## src/rtl/ofdm_subcarrier_scheduler_if.sv

```systemverilog
// Stream bundle for the subcarrier scheduler: QAM symbol input handshake and
// tagged IFFT-loader output beat. master = scheduler side, slave = neighbours.
interface ofdm_subcarrier_scheduler_if #(
  parameter int BW = 6
);
  logic [5:0]    data_sym;
  logic          data_valid;
  logic          data_ready;

  logic [5:0]    out_sym;
  logic [1:0]    out_type;
  logic          out_pilot_neg;
  logic [BW-1:0] out_bin;
  logic          out_sof;
  logic          out_eof;
  logic          out_valid;
  logic          out_ready;

  modport master (
    input  data_sym, data_valid, out_ready,
    output data_ready, out_sym, out_type, out_pilot_neg, out_bin,
           out_sof, out_eof, out_valid
  );

  modport slave (
    output data_sym, data_valid, out_ready,
    input  data_ready, out_sym, out_type, out_pilot_neg, out_bin,
           out_sof, out_eof, out_valid
  );
endinterface

```

## src/rtl/ofdm_subcarrier_scheduler.sv

```systemverilog
// Walks one OFDM symbol bin by bin, classifying null/pilot/data bins, pulling QAM
// codes only for data bins, and leaving a CP_LEN-cycle gap between symbols.
module ofdm_subcarrier_scheduler #(
  parameter int FFT_SIZE      = 64,
  parameter int NUM_USED      = 52,
  parameter int PILOT_SPACING = 14,
  parameter int PILOT_OFFSET  = 7,
  parameter int CP_LEN        = 16,
  parameter int BW            = $clog2(FFT_SIZE)
) (
  input  logic                        clk,
  input  logic                        reset,
  input  logic                        enable,
  ofdm_subcarrier_scheduler_if.master bus,
  output logic                        busy,
  output logic [15:0]                 frame_cnt
);

  localparam int PW = (PILOT_SPACING > 1) ? $clog2(PILOT_SPACING) : 1;
  localparam int GW = (CP_LEN > 1) ? $clog2(CP_LEN) : 1;

  localparam logic [BW-1:0] BIN_LAST    = BW'(FFT_SIZE - 1);
  localparam logic [BW-1:0] USED_LO     = BW'(NUM_USED / 2);
  localparam logic [BW-1:0] USED_HI     = BW'(FFT_SIZE - NUM_USED / 2);
  localparam logic [PW-1:0] PHASE_LAST  = PW'(PILOT_SPACING - 1);
  localparam logic [PW-1:0] PHASE_PILOT = PW'(PILOT_OFFSET);
  localparam logic [GW-1:0] GAP_LAST    = GW'((CP_LEN > 0) ? CP_LEN - 1 : 0);

  typedef enum logic [1:0] {
    IDLE = 2'd0,
    FILL = 2'd1,
    GAP  = 2'd2
  } state_t;

  state_t        state_reg;
  logic [BW-1:0] bin_reg;
  logic [PW-1:0] phase_reg;
  logic [GW-1:0] gap_reg;
  logic [6:0]    lfsr_reg;
  logic [6:0]    lfsr_next;
  logic [15:0]   frame_cnt_reg;

  logic [5:0]    out_sym_reg;
  logic [1:0]    out_type_reg;
  logic          out_pilot_neg_reg;
  logic [BW-1:0] out_bin_reg;
  logic          out_sof_reg;
  logic          out_eof_reg;
  logic          out_valid_reg;

  logic          slot_free;
  logic          in_fill;
  logic          is_null;
  logic          is_pilot;
  logic          is_data;
  logic          last_bin;
  logic          load;
  logic [1:0]    load_type;

  // phase_reg tracks bin mod PILOT_SPACING, so no divider is needed
  always_comb begin
    slot_free = !out_valid_reg || bus.out_ready;
    in_fill   = (state_reg == FILL);
    is_null   = (bin_reg == '0) || ((bin_reg > USED_LO) && (bin_reg < USED_HI));
    is_pilot  = !is_null && (phase_reg == PHASE_PILOT);
    is_data   = !is_null && !is_pilot;
    last_bin  = (bin_reg == BIN_LAST);
    load      = in_fill && slot_free && (!is_data || bus.data_valid);
    load_type = 2'd0;
    if (is_pilot) begin
      load_type = 2'd2;
    end else if (is_data) begin
      load_type = 2'd1;
    end
  end

  // x^7 + x^4 + 1 style scrambler step for the per-frame pilot polarity
  assign lfsr_next[0] = lfsr_reg[6] ^ lfsr_reg[3];
  for (genvar gi = 1; gi < 7; gi++) begin : g_lfsr
    assign lfsr_next[gi] = lfsr_reg[gi-1];
  end

  always_ff @(posedge clk or negedge reset) begin
    if (!reset) begin
      state_reg         <= IDLE;
      bin_reg           <= '0;
      phase_reg         <= '0;
      gap_reg           <= '0;
      lfsr_reg          <= 7'h7F;
      frame_cnt_reg     <= 16'd0;
      out_sym_reg       <= 6'd0;
      out_type_reg      <= 2'd0;
      out_pilot_neg_reg <= 1'b0;
      out_bin_reg       <= '0;
      out_sof_reg       <= 1'b0;
      out_eof_reg       <= 1'b0;
      out_valid_reg     <= 1'b0;
    end else begin
      // The output slot drains in any state; only FILL ever refills it.
      if (slot_free) begin
        out_valid_reg <= load;
        if (load) begin
          out_sym_reg  <= is_data ? bus.data_sym : 6'd0;
          out_type_reg <= load_type;
          out_bin_reg  <= bin_reg;
          out_sof_reg  <= (bin_reg == '0);
          out_eof_reg  <= last_bin;
          if (bin_reg == '0) begin
            out_pilot_neg_reg <= lfsr_reg[0];
          end
        end
      end

      unique case (state_reg)
        IDLE: begin
          if (enable) begin
            state_reg <= FILL;
            bin_reg   <= '0;
            phase_reg <= '0;
          end
        end
        FILL: begin
          if (load) begin
            if (last_bin) begin
              bin_reg       <= '0;
              phase_reg     <= '0;
              gap_reg       <= '0;
              frame_cnt_reg <= frame_cnt_reg + 16'd1;
              lfsr_reg      <= lfsr_next;
              if (CP_LEN > 0) begin
                state_reg <= GAP;
              end else if (!enable) begin
                state_reg <= IDLE;
              end
            end else begin
              bin_reg   <= bin_reg + 1'b1;
              phase_reg <= (phase_reg == PHASE_LAST) ? '0 : phase_reg + 1'b1;
            end
          end
        end
        GAP: begin
          if (gap_reg == GAP_LAST) begin
            gap_reg   <= '0;
            state_reg <= enable ? FILL : IDLE;
          end else begin
            gap_reg <= gap_reg + 1'b1;
          end
        end
        default: state_reg <= IDLE;
      endcase
    end
  end

  assign bus.data_ready    = in_fill && slot_free && is_data;
  assign bus.out_sym       = out_sym_reg;
  assign bus.out_type      = out_type_reg;
  assign bus.out_pilot_neg = out_pilot_neg_reg;
  assign bus.out_bin       = out_bin_reg;
  assign bus.out_sof       = out_sof_reg;
  assign bus.out_eof       = out_eof_reg;
  assign bus.out_valid     = out_valid_reg;
  assign busy              = (state_reg != IDLE);
  assign frame_cnt         = frame_cnt_reg;

endmodule

```

## src/flat_wrapper.sv

```systemverilog
// flat-port wrapper written by rule: the top's interface ports become plain ports
module ofdm_subcarrier_scheduler_flat 
#(
  parameter int FFT_SIZE      = 64,
  parameter int NUM_USED      = 52,
  parameter int PILOT_SPACING = 14,
  parameter int PILOT_OFFSET  = 7,
  parameter int CP_LEN        = 16,
  parameter int BW            = $clog2(FFT_SIZE)
)
  (clk, reset, enable, busy, frame_cnt, bus_data_sym, bus_data_valid, bus_out_ready, bus_data_ready, bus_out_sym, bus_out_type, bus_out_pilot_neg, bus_out_bin, bus_out_sof, bus_out_eof, bus_out_valid);
  ofdm_subcarrier_scheduler_if #(.BW(BW)) bus_i ();
  input  logic clk;
  input  logic reset;
  input  logic enable;
  output logic busy;
  output logic [15:0] frame_cnt;
  input wire logic [$bits(bus_i.data_sym)-1:0] bus_data_sym;
  input wire logic [$bits(bus_i.data_valid)-1:0] bus_data_valid;
  input wire logic [$bits(bus_i.out_ready)-1:0] bus_out_ready;
  output wire logic [$bits(bus_i.data_ready)-1:0] bus_data_ready;
  output wire logic [$bits(bus_i.out_sym)-1:0] bus_out_sym;
  output wire logic [$bits(bus_i.out_type)-1:0] bus_out_type;
  output wire logic [$bits(bus_i.out_pilot_neg)-1:0] bus_out_pilot_neg;
  output wire logic [$bits(bus_i.out_bin)-1:0] bus_out_bin;
  output wire logic [$bits(bus_i.out_sof)-1:0] bus_out_sof;
  output wire logic [$bits(bus_i.out_eof)-1:0] bus_out_eof;
  output wire logic [$bits(bus_i.out_valid)-1:0] bus_out_valid;
  assign bus_i.data_sym = bus_data_sym;
  assign bus_i.data_valid = bus_data_valid;
  assign bus_i.out_ready = bus_out_ready;
  assign bus_data_ready = bus_i.data_ready;
  assign bus_out_sym = bus_i.out_sym;
  assign bus_out_type = bus_i.out_type;
  assign bus_out_pilot_neg = bus_i.out_pilot_neg;
  assign bus_out_bin = bus_i.out_bin;
  assign bus_out_sof = bus_i.out_sof;
  assign bus_out_eof = bus_i.out_eof;
  assign bus_out_valid = bus_i.out_valid;
  ofdm_subcarrier_scheduler #(.FFT_SIZE(FFT_SIZE), .NUM_USED(NUM_USED), .PILOT_SPACING(PILOT_SPACING), .PILOT_OFFSET(PILOT_OFFSET), .CP_LEN(CP_LEN), .BW(BW)) u_core (.clk(clk), .reset(reset), .enable(enable), .bus(bus_i), .busy(busy), .frame_cnt(frame_cnt));
endmodule
```

## config.mk

```make
export PLATFORM = sky130hd
export DESIGN_NAME = ofdm_subcarrier_scheduler_flat
export DESIGN_NICKNAME = d
export VERILOG_FILES = /design/src/rtl/ofdm_subcarrier_scheduler_if.sv /design/src/rtl/ofdm_subcarrier_scheduler.sv /design/src/flat_wrapper.sv
export SDC_FILE = /design/constraint.sdc
export NUM_CORES = 1
export LEC_CHECK = 0
export BUFFER_PORTS_ARGS = -buffer_cell sky130_fd_sc_hd__buf_2
export CAP_MARGIN = 10
export CORE_UTILIZATION = 55
export DETAILED_ROUTE_END_ITERATION = 12
export GPL_ROUTABILITY_DRIVEN = 0
export PLACE_DENSITY_LB_ADDON = 0.25
export REMOVE_ABC_BUFFERS = 1
export SLEW_MARGIN = 40
export SYNTH_ARGS = -nofsm -noshare
export SYNTH_HDL_FRONTEND = slang
export SYNTH_SLANG_ARGS = --single-unit
```

## constraint.sdc

```tcl
create_clock -name clk -period 2.65 [get_ports clk]
set_input_delay 0.3975 -clock clk [delete_from_list [all_inputs] [get_ports clk]]
set_output_delay 0.3975 -clock clk [all_outputs]
set_load 0.02 [all_outputs]
```

# ---- Word-level counts from Yosys, hierarchy flattened
# Cells that the tools add are included.
dict set report totals {
  regBits 57
  latchBits 0
  ramBits 0
  romBits 0
  elab_cells 76
  mem_count 0
}
dict set report op_classes {
  n_addsub 4
  multipliers 0
  div 0
  n_lt_le_gt_ge 2
  eq_ne 10
  shifts 0
  mux 22
  bitwise 1
  n_reduce_logical 24
}
# cell n
set ops {}
lappend ops {{4-bit two-way mux} 7}
lappend ops {{6-bit two-way mux} 4}
lappend ops {{16-bit by 1-bit adder with 16-bit output (second input constant)} 1}
lappend ops {{4-bit case mux with 2 select lines} 2}
lappend ops {{6-bit case mux with 2 select lines} 1}
lappend ops {{3-bit AND reduction} 4}
lappend ops {{2-bit two-way mux} 5}
lappend ops {{4-bit by 1-bit adder with 4-bit output (second input constant)} 2}
lappend ops {{4-bit equality test (second input constant)} 2}
lappend ops {{6-bit by 1-bit adder with 6-bit output (second input constant)} 1}
lappend ops {{6-bit equality test (second input constant)} 1}
lappend ops {{6-bit by 5-bit > comparator with 1-bit output (second input constant)} 1}
lappend ops {{1-bit logical AND} 6}
lappend ops {{6-bit logical NOT} 1}
lappend ops {{6-bit less-than comparator (second input constant)} 1}
lappend ops {{2-bit != test (second input constant)} 3}
lappend ops {{2-bit case mux with 3 select lines} 1}
lappend ops {{2-bit nonzero test} 3}
lappend ops {{4-bit by 3-bit equality test with 1-bit output (second input constant)} 1}
lappend ops {{1-bit logical NOT} 4}
lappend ops {{4-bit AND reduction} 1}
lappend ops {{1-bit logical OR} 3}
lappend ops {{2-bit by 1-bit equality test with 1-bit output (second input constant)} 1}
lappend ops {{2-bit equality test (second input constant)} 1}
lappend ops {{5 further kinds} 6}

# ---- Longest topological paths before layout
# Gate-level depths: netlist of the first run.
dict set report depth {
  ltp_word 12
  mapped_depth 9
  depth_no_buf 7
}

# ---- Worst setup path before layout of the first run
# Ideal clock, no wire load.
dict set report synth_path {
  kind {register to register}
  start {register u_core.phase_reg[0]}
  end {register u_core.state_reg[0]}
  setup_ns 0.125
  arrival_ns 2.087
  required_ns 2.525
  setup_slack_ns 0.438
  stages_incl_launch_ff 9
  n_path_buf 1
  cell_sequence {dfrtp_1 -> ha_1 -> and3b_1 -> a211o_1 -> o31ai_4 -> or2_1 -> buf_6 -> a21oi_2 -> mux2_4}
}
dict set report synth_between {
  elab_chain_cells 9
}
# element line_no
set synth_rtl {}
lappend synth_rtl {{start, declared} ofdm_subcarrier_scheduler.sv:37} ;# logic [PW-1:0] phase_reg;
lappend synth_rtl {{start signal, assigned} ofdm_subcarrier_scheduler.sv:137} ;# phase_reg <= (phase_reg == PHASE_LAST) ? '0 : phase_reg + 1'b1;
lappend synth_rtl {{4-bit by 3-bit equality test with 1-bit output} ofdm_subcarrier_scheduler.sv:65} ;# is_pilot = !is_null && (phase_reg == PHASE_PILOT);
lappend synth_rtl {{1-bit logical AND} ofdm_subcarrier_scheduler.sv:65}
lappend synth_rtl {{1-bit logical NOT} ofdm_subcarrier_scheduler.sv:66} ;# is_data = !is_null && !is_pilot;
lappend synth_rtl {{1-bit logical AND} ofdm_subcarrier_scheduler.sv:66}
lappend synth_rtl {{1-bit logical NOT} ofdm_subcarrier_scheduler.sv:68} ;# load = in_fill && slot_free && (!is_data || bus.data_valid);
lappend synth_rtl {{1-bit logical OR} ofdm_subcarrier_scheduler.sv:68}
lappend synth_rtl {{1-bit logical AND} ofdm_subcarrier_scheduler.sv:68}
lappend synth_rtl {{2-bit != test (no line)} -}
lappend synth_rtl {{4-bit AND reduction (no line)} -}
lappend synth_rtl {{end signal, assigned} ofdm_subcarrier_scheduler.sv:144} ;# state_reg <= enable ? FILL : IDLE;
lappend synth_rtl {{end, declared} ofdm_subcarrier_scheduler.sv:35} ;# state_t state_reg;
# Every way passes these cells.
# A chain may end at the register's enable or synchronous reset.

# ---- Worst setup path after layout of the first run
dict set report layout_path {
  start {register u_core.bin_reg[2]}
  end {output port bus_data_ready}
}
dict set report layout_between {
  elab_chain_cells 8
}
# element line_no
set layout_rtl {}
lappend layout_rtl {{start, declared} ofdm_subcarrier_scheduler.sv:36} ;# logic [BW-1:0] bin_reg;
lappend layout_rtl {{start signal, assigned} ofdm_subcarrier_scheduler.sv:136} ;# bin_reg <= bin_reg + 1'b1;
lappend layout_rtl {{6-bit by 5-bit > comparator with 1-bit output / 6-bit less-than comparator (equally long branches)} ofdm_subcarrier_scheduler.sv:64} ;# is_null = (bin_reg == '0) || ((bin_reg > USED_LO) && (bin_reg < USED_HI));
lappend layout_rtl {{1-bit logical AND} ofdm_subcarrier_scheduler.sv:64}
lappend layout_rtl {{1-bit logical OR (*)} ofdm_subcarrier_scheduler.sv:64}
lappend layout_rtl {{1-bit logical NOT (*)} {ofdm_subcarrier_scheduler.sv:65, ofdm_subcarrier_scheduler.sv:66}}
lappend layout_rtl {{1-bit logical AND} ofdm_subcarrier_scheduler.sv:65}
lappend layout_rtl {{1-bit logical NOT} ofdm_subcarrier_scheduler.sv:66}
lappend layout_rtl {{1-bit logical AND (*)} ofdm_subcarrier_scheduler.sv:66}
lappend layout_rtl {{1-bit logical AND (*)} ofdm_subcarrier_scheduler.sv:154} ;# assign bus.data_ready = in_fill && slot_free && is_data;
lappend layout_rtl {{end, declared} flat_wrapper.sv:21} ;# output wire logic [$bits(bus_i.data_ready)-1:0] bus_data_ready;
# Mark *: on every way between the ends. The rest lies on a longest branch, timed or not.

==> metrics.md, run 1 <==
| Metric | Value |
|---|---|
| Dpl cell area | `3150 µm²` |
| Number of global-route vias before repair | `2,069` |
| Root buffer cell | `clkbuf_8` |
| Main synth FF type | `dfrtp_1` |
| Port Buffers | `46` |
| Slew Limit Fails | `0` |
| GR peak layer | `met2` |
| Synth Instances | `279` |
| Share of layout cells above drive strength 1 | `0.261` |
| Number of flops mapped to enable cells by yosys | `0` |
| Core area | `4850 µm²` |
| P_sw | `0.00115 W` |
| Layout Utilization | `0.695` |
| Int Pwr | `0.00194 W` |
| Cell Rows | `25` |
| Final min period | `2.47 ns` |
| Via count | `2,178` |
| Routed Antenna Nets | `0` |
| Initial antenna violation count | `0` |
| Grt ovf | `0` |
| Clock tree buffer depth | `2` |
| Commonest cells in the netlist | `57 x nand2_1, 50 x dfrtp_1, 17 x nor2_1` |
| CTS HTree Levels | `3` |
| Initial Util | `0.585` |
| CP Capture Type | `output pin` |
| DP HPWL | `4080 µm` |
| Cells on worst reg2reg path | `8` |
| VDD IR-drop max | `0.443 mV` |
| Top cell type's share of synthesized area | `0.442` |
| Max FFs per register | `16` |
| WL final | `5710 µm` |
| Pwr Density | `916 nW/µm²` |
| DRC | `0` |
| Clk sinks | `57` |
| GRT Total Usage | `0.237` |
| Max cap viols | `0` |
| Leakage | `1.74 nW` |
| Filler cells | `358` |
| Comb pwr share | `0.339` |
| Die ar. | `5440 µm²` |
| Final Cell Area | `3370 µm²` |
| Slew margin rel. | `0.506` |
| Io pins | `47` |
| Sequential cell area fraction in the yosys report | `0.506` |
| Async S/R FF share, synth | `1.00` |
| CTS buffer count | `9` |
| Total placed cells including tap cells | `388` |
| Clock Skews | `0.00997 ns` |
| Syn Std Cell Area | `2830 µm²` |
| Seq cells post-synth | `57` |
| Met3 usage | `0.0837` |
| Synth area leaders | `dfrtp_1 44%, nand2_1 7.5%, dfstp_2 6.5%` |
| Post-CTS Resized | `0` |
| Postcts setup bufs | `0` |
| CP required | `2.25 ns` |
| Yosys warnings | `0` |
| Multi-input gate area | `1310 µm²` |
| Vias per inst | `5.39` |
| Fmax | `405 MHz` |
| Min-delay worst type | `in -> async` |
| Setup Viol. Count Final | `0` |
| Clock Latency Late Sink | `0.34 ns` |
| Critical path class | `reg -> out` |
| DRT iter0 DRCs | `107` |
| Met1 GRT Util | `0.303` |
| N_diodes | `0` |
| Run status | `completed` |
| Wire per inst | `14.1 µm` |
| Sw Ratio | `0.371` |
| Clock transition at path regs | `0.07 ns` |
| M2 GR Usage | `0.375` |
| Slew @ Worst Pin | `0.738 ns` |
| Largest area contributor in the netlist | `dfrtp_1` |
| Part of the power in registers | `0.365` |
| Count leader, synth | `nand2_1` |
| 1st-pass router iterations | `4` |
| Crit path arrival time | `2.07 ns` |
| Unrepaired setup endpoints after global routing | `no` |
| Die Ht | `73.8 µm` |
| Post-layout nets | `353` |
| Clock power frac | `0.296` |
| P&R area growth vs syn | `19.0%` |
| Netlist cell types | `51` |
| Die Wd | `73.8 µm` |
| Average size of a mapped cell | `10.2 µm²` |
| FF/Latch Area | `1440 µm²` |
| Largest net degree at the start of global routing | `31` |
| Global-route wire length before repair | `9480 µm` |
| CTS tree | `done` |
| Critical-path maximum fanout | `9` |
| Final Hold Vio Count | `0` |
| Non-filler instance count after layout | `404` |
| Hold Buf Count CTS | `0` |
| Period utilization | `0.932` |
| Critical Path Start Type | `register` |
## routing by layer
metal,part of all wire,up-vias
li1,-,1087
met1,0.47,1035
met2,0.48,52
met3,0.046,4
met4,0.0054,0
met5,0,-
## per-stage QoR
stage / worst slack, ns / hold slack, ns / TNS (ns) / power, W
floorplan: -0.152 / 0.102 / -0.312 / 0.00184
global placement: 0.303 / 0.442 / 0 / 0.00216
detailed placement: 0.266 / 0.447 / 0 / 0.00218
CTS: 0.167 / 0.0876 / 0 / 0.00311
global route: 0.0362 / 0.115 / 0 / 0.00329
finish: 0.179 / 0.0748 / 0 / 0.00309
## power groups by stage
stage / logic, W / clock network [W] / registers [W]
final: 0.00105 / 0.000913 / 0.00113
after global routing: 0.00118 / 0.000973 / 0.00115
after detailed placement: 0.00104 / 0 / 0.00114
after global placement: 0.00103 / 0 / 0.00113
after floorplan: 0.000620 / 0 / 0.00122
after CTS: 0.00105 / 0.000932 / 0.00112
## layout make-up
cell class	count	area share
sequential	57	0.426
multi-input combinational	203	0.387
timing repair buffer	52	0.0853
clock buffer	9	0.0367
clock inverter	7	0.0304
tap	67	0.0249
inverter	9	0.0100
## final timing paths
path                                           from                    end  slack (ns)
max in group asynchronous                     reset  u_core.bus.out_bin[2]        2.00
worst min-delay path                          reset    u_core.phase_reg[3]        0.07
min in group clk                    bus_data_sym[2]  u_core.bus.out_sym[2]        0.28
worst min register to register   u_core.lfsr_reg[5]     u_core.lfsr_reg[6]        0.46
worst max-delay path              u_core.bin_reg[2]         bus_data_ready        0.18
worst max register to register  u_core.phase_reg[0]    u_core.frame_cnt[4]        0.23
## placed cells by master (no fill, tap or decap), types with 3 or more instances in the layout
cell and count:
a21oi_1 5, a22o_1 7, inv_1 9, xnor2_1 11, dfstp_2 7, nor2_1 17, xor2_1 5, clkbuf_8 9
ha_1 10, nand2b_1 3, nand2_1 57, a21o_1 3, and2_1 5, nor3_1 3, dfrtp_1 50, and3_1 5
buf_2 46, nand4_1 4, o21ai_0 14, o31ai_1 4, buf_4 5, nand3_1 15
## worst max-delay path: stages, from the launching register on
cell	delay [ns]
dfrtp_1	0.48
a21oi_1	0.15
and4bb_2	0.29
or3b_1	0.43
nor3_2	0.20
buf_2	0.19
## cell families (layout without fill, tap and decap cells)
kind of cell,after synthesis,after routing,share of synthesized area
AOI/OAI and AO/OA,51,51,0.133
xor gates and xnor gates,16,16,0.0494
adders and majority gates,10,10,0.0442
buffers and inverters,19,77,0.0331
DFF,57,57,0.506
muxes,5,5,0.0203
and+or+nand+nor,121,121,0.214
No activity file was read; power rests on OpenSTA's default activity.
==> inputs of run 2 (changes only) <==
- GPL_ROUTABILITY_DRIVEN: 0 -> 1
- PLACE_DENSITY: default -> 0.78
- PLACE_DENSITY_LB_ADDON: 0.25 -> default
==> run 2 against run 1 <==
Setup slack got worse by 0.031 ns; clock skew down 0.0025 ns; clock power decreased by 2%; first-iteration DRC count grew 45%; die area did not move; register-to-register slack is essentially flat; non-clock buffer count up 1; count of clock-buffer cells in the layout rose by 2; cell area barely moved; total power shrank 0.90%.
==> metrics.md, run 2 (synthesis gave the netlist of run 1 again) <==
| Metric | Value |
|---|---|
| Run status | `completed` |
| Io pins | `47 (unchanged)` |
| P&R area growth vs syn | `19.0% (about the same)` |
| Vias per inst | `5.51 (+2.1%)` |
| Post-CTS Resized | `0 (unchanged)` |
| Dpl ws | `0.218 ns (-0.0473 ns)` |
| Grt ovf | `0 (unchanged)` |
| Die Wd | `73.8 µm (unchanged)` |
| Cells on worst reg2reg path | `8 (unchanged)` |
| Clock tree buffer depth | `2 (unchanged)` |
| Critical-path maximum fanout | `9 (unchanged)` |
| Cell Rows | `25 (unchanged)` |
| Share of layout cells above drive strength 1 | `0.260 (-0.000773)` |
| Global-route wire length before repair | `9380 µm (-1.0%)` |
| CTS tree | `done` |
| Final min period | `2.50 ns (+0.0305 ns)` |
| Dpl cell area | `3150 µm² (+0.24%)` |
| Root buffer cell | `clkbuf_8` |
| VDD IR-drop max | `0.429 mV (-3.3%)` |
| Largest net degree at the start of global routing | `31 (unchanged)` |
| Max FFs per register | `16 (unchanged)` |
| Setup Viol. Count Final | `0 (unchanged)` |
| Die ar. | `5440 µm² (unchanged)` |
| Hold Buf Count CTS | `0 (unchanged)` |
| Core area | `4850 µm² (unchanged)` |
| Slew margin rel. | `0.502 (-0.00431)` |
| Postcts setup bufs | `0 (unchanged)` |
| Critical path class | `reg -> out` |
| Period utilization | `0.944 (+0.0115)` |
| Commonest non-fill, non-tap cell in the layout | `nand2_1` |
| Reg-to-reg startpoint | `u_core.phase_reg[0]` |
| DR top layer | `met4` |
| 1st-pass router iterations | `4 (unchanged)` |
| Unrepaired setup endpoints after global routing | `no` |
| Initial antenna violation count | `0 (unchanged)` |
| Clock transition at path regs | `0.07 ns (about the same)` |
| Final worst-path setup slack | `0.149 ns (-0.0305 ns)` |
| Die Ht | `73.8 µm (unchanged)` |
| Port Buffers | `46 (unchanged)` |
| Wire length on met3 | `235 µm (-10%)` |
| Crit path arrival time | `2.10 ns (+0.03 ns)` |
| CTS HTree Levels | `3 (unchanged)` |
| Post-Route M1 WL | `2570 µm (-4.9%)` |
| R2r endpoint | `u_core.frame_cnt[12]` |
| Final Hold Vio Count | `0 (unchanged)` |
| DRC | `0 (unchanged)` |
| GRT Total Usage | `0.232 (-0.00511)` |
| Wire per inst | `13.9 µm (-1.3%)` |
| Clk sinks | `57 (unchanged)` |
| Pwr Density | `907 nW/µm² (-0.93%)` |
| CP required | `2.25 ns (about the same)` |
| Fmax | `400 MHz (-1.2%)` |
| N_diodes | `0 (unchanged)` |
| Leakage | `1.74 nW (+0.40%)` |
| Post-layout nets | `354 (+0.28%)` |
| Met2 wire length | `2710 µm (-0.22%)` |
| Slew @ Worst Pin | `0.744 ns (+0.00643 ns)` |
| Flop2flop setup slack | `0.23 ns (about the same)` |
| Crit. Startpoint | `u_core.bin_reg[2]` |
| Clock Skews | `0.00751 ns (-0.00246 ns)` |
| Initial Util | `0.585 (unchanged)` |
| GPL Wtd Cong | `0.841` |
| Most frequent cells in the layout | `57 x nand2_1, 50 x dfrtp_1, 46 x buf_2` |
| Min-delay worst type | `in -> async` |
| WL final | `5640 µm (-1.1%)` |
| Clock Latency Late Sink | `0.34 ns (about the same)` |
| CTS buffer count | `9 (unchanged)` |
| Max cap viols | `0 (unchanged)` |
| Slew Limit Fails | `0 (unchanged)` |
| DRT iter0 DRCs | `155 (+45%)` |
| Hold slack final | `0.0724 ns (-0.00240 ns)` |
| Via count | `2,230 (+2.4%)` |
| Critical Path Start Type | `register` |
| Number of global-route vias before repair | `2,126 (+2.8%)` |
| Final Cell Area | `3370 µm² (about the same)` |
| CP Capture Type | `output pin` |
| Routed Antenna Nets | `0 (unchanged)` |
| DP HPWL | `4160 µm (+1.9%)` |
## run 2: critical path, stage by stage, from the launching register on
cell      delay [ns]
dfrtp_1         0.47
a21oi_1         0.15
and4bb_2        0.29
or3b_1          0.43
nor3_2          0.23
buf_2           0.19
## run 2: layout make-up
cell class	count	area, µm²
Fill cell	367	1480
Sequential cell	57	1440
Timing Repair Buffer	53	295
Tap cell	67	83.8
Clock inverter	5	78.8
Inverter	9	33.8
Clock buffer	11	141
Multi-Input combinational cell	203	1310
## run 2: per-stage QoR
stage | setup TNS, ns | cells | power, W | util
finish | 0 | 405 | 0.00306 | 0.696
detailed placement | 0 | 389 | 0.00218 | 0.650
floorplan | -0.312 | 269 | 0.00184 | -
global placement | 0 | 389 | 0.00215 | 0.650
global route | 0 | 405 | 0.00324 | 0.696
CTS | 0 | 405 | 0.00308 | 0.696
## run 2: how the worst max path moves through the flow
| stage | end | depth (start not counted) |
|---|---|---|
| after floorplan | u_core.state_reg[0] | 7 |
| after global placement | u_core.gap_reg[0] | 8 |
| after detailed placement | u_core.frame_cnt[12] | 8 |
| after CTS | bus_data_ready | 5 |
| after global routing | u_core.frame_cnt[12] | 8 |
| final | bus_data_ready | 5 |
## run 2: power by group
| part | switching (W) | leakage [nW] | total, W | internal, W |
|---|---|---|---|---|
| Clock | 0.000346 | 0.113 | 0.000899 | 0.000553 |
| Sequential | 0.000122 | 0.748 | 0.00113 | 0.00101 |
| Combinational | 0.000633 | 0.883 | 0.00103 | 0.000400 |
| Total | 0.00110 | 1.74 | 0.00306 | 0.00196 |
## run 2: layer usage
layer / vias to the layer above / GRT usage
met4: 0 / 0.135
met3: 13 / 0.0480
li1: 1079 / -
met2: 60 / 0.376
met5: - / 0
met1: 1078 / 0.288
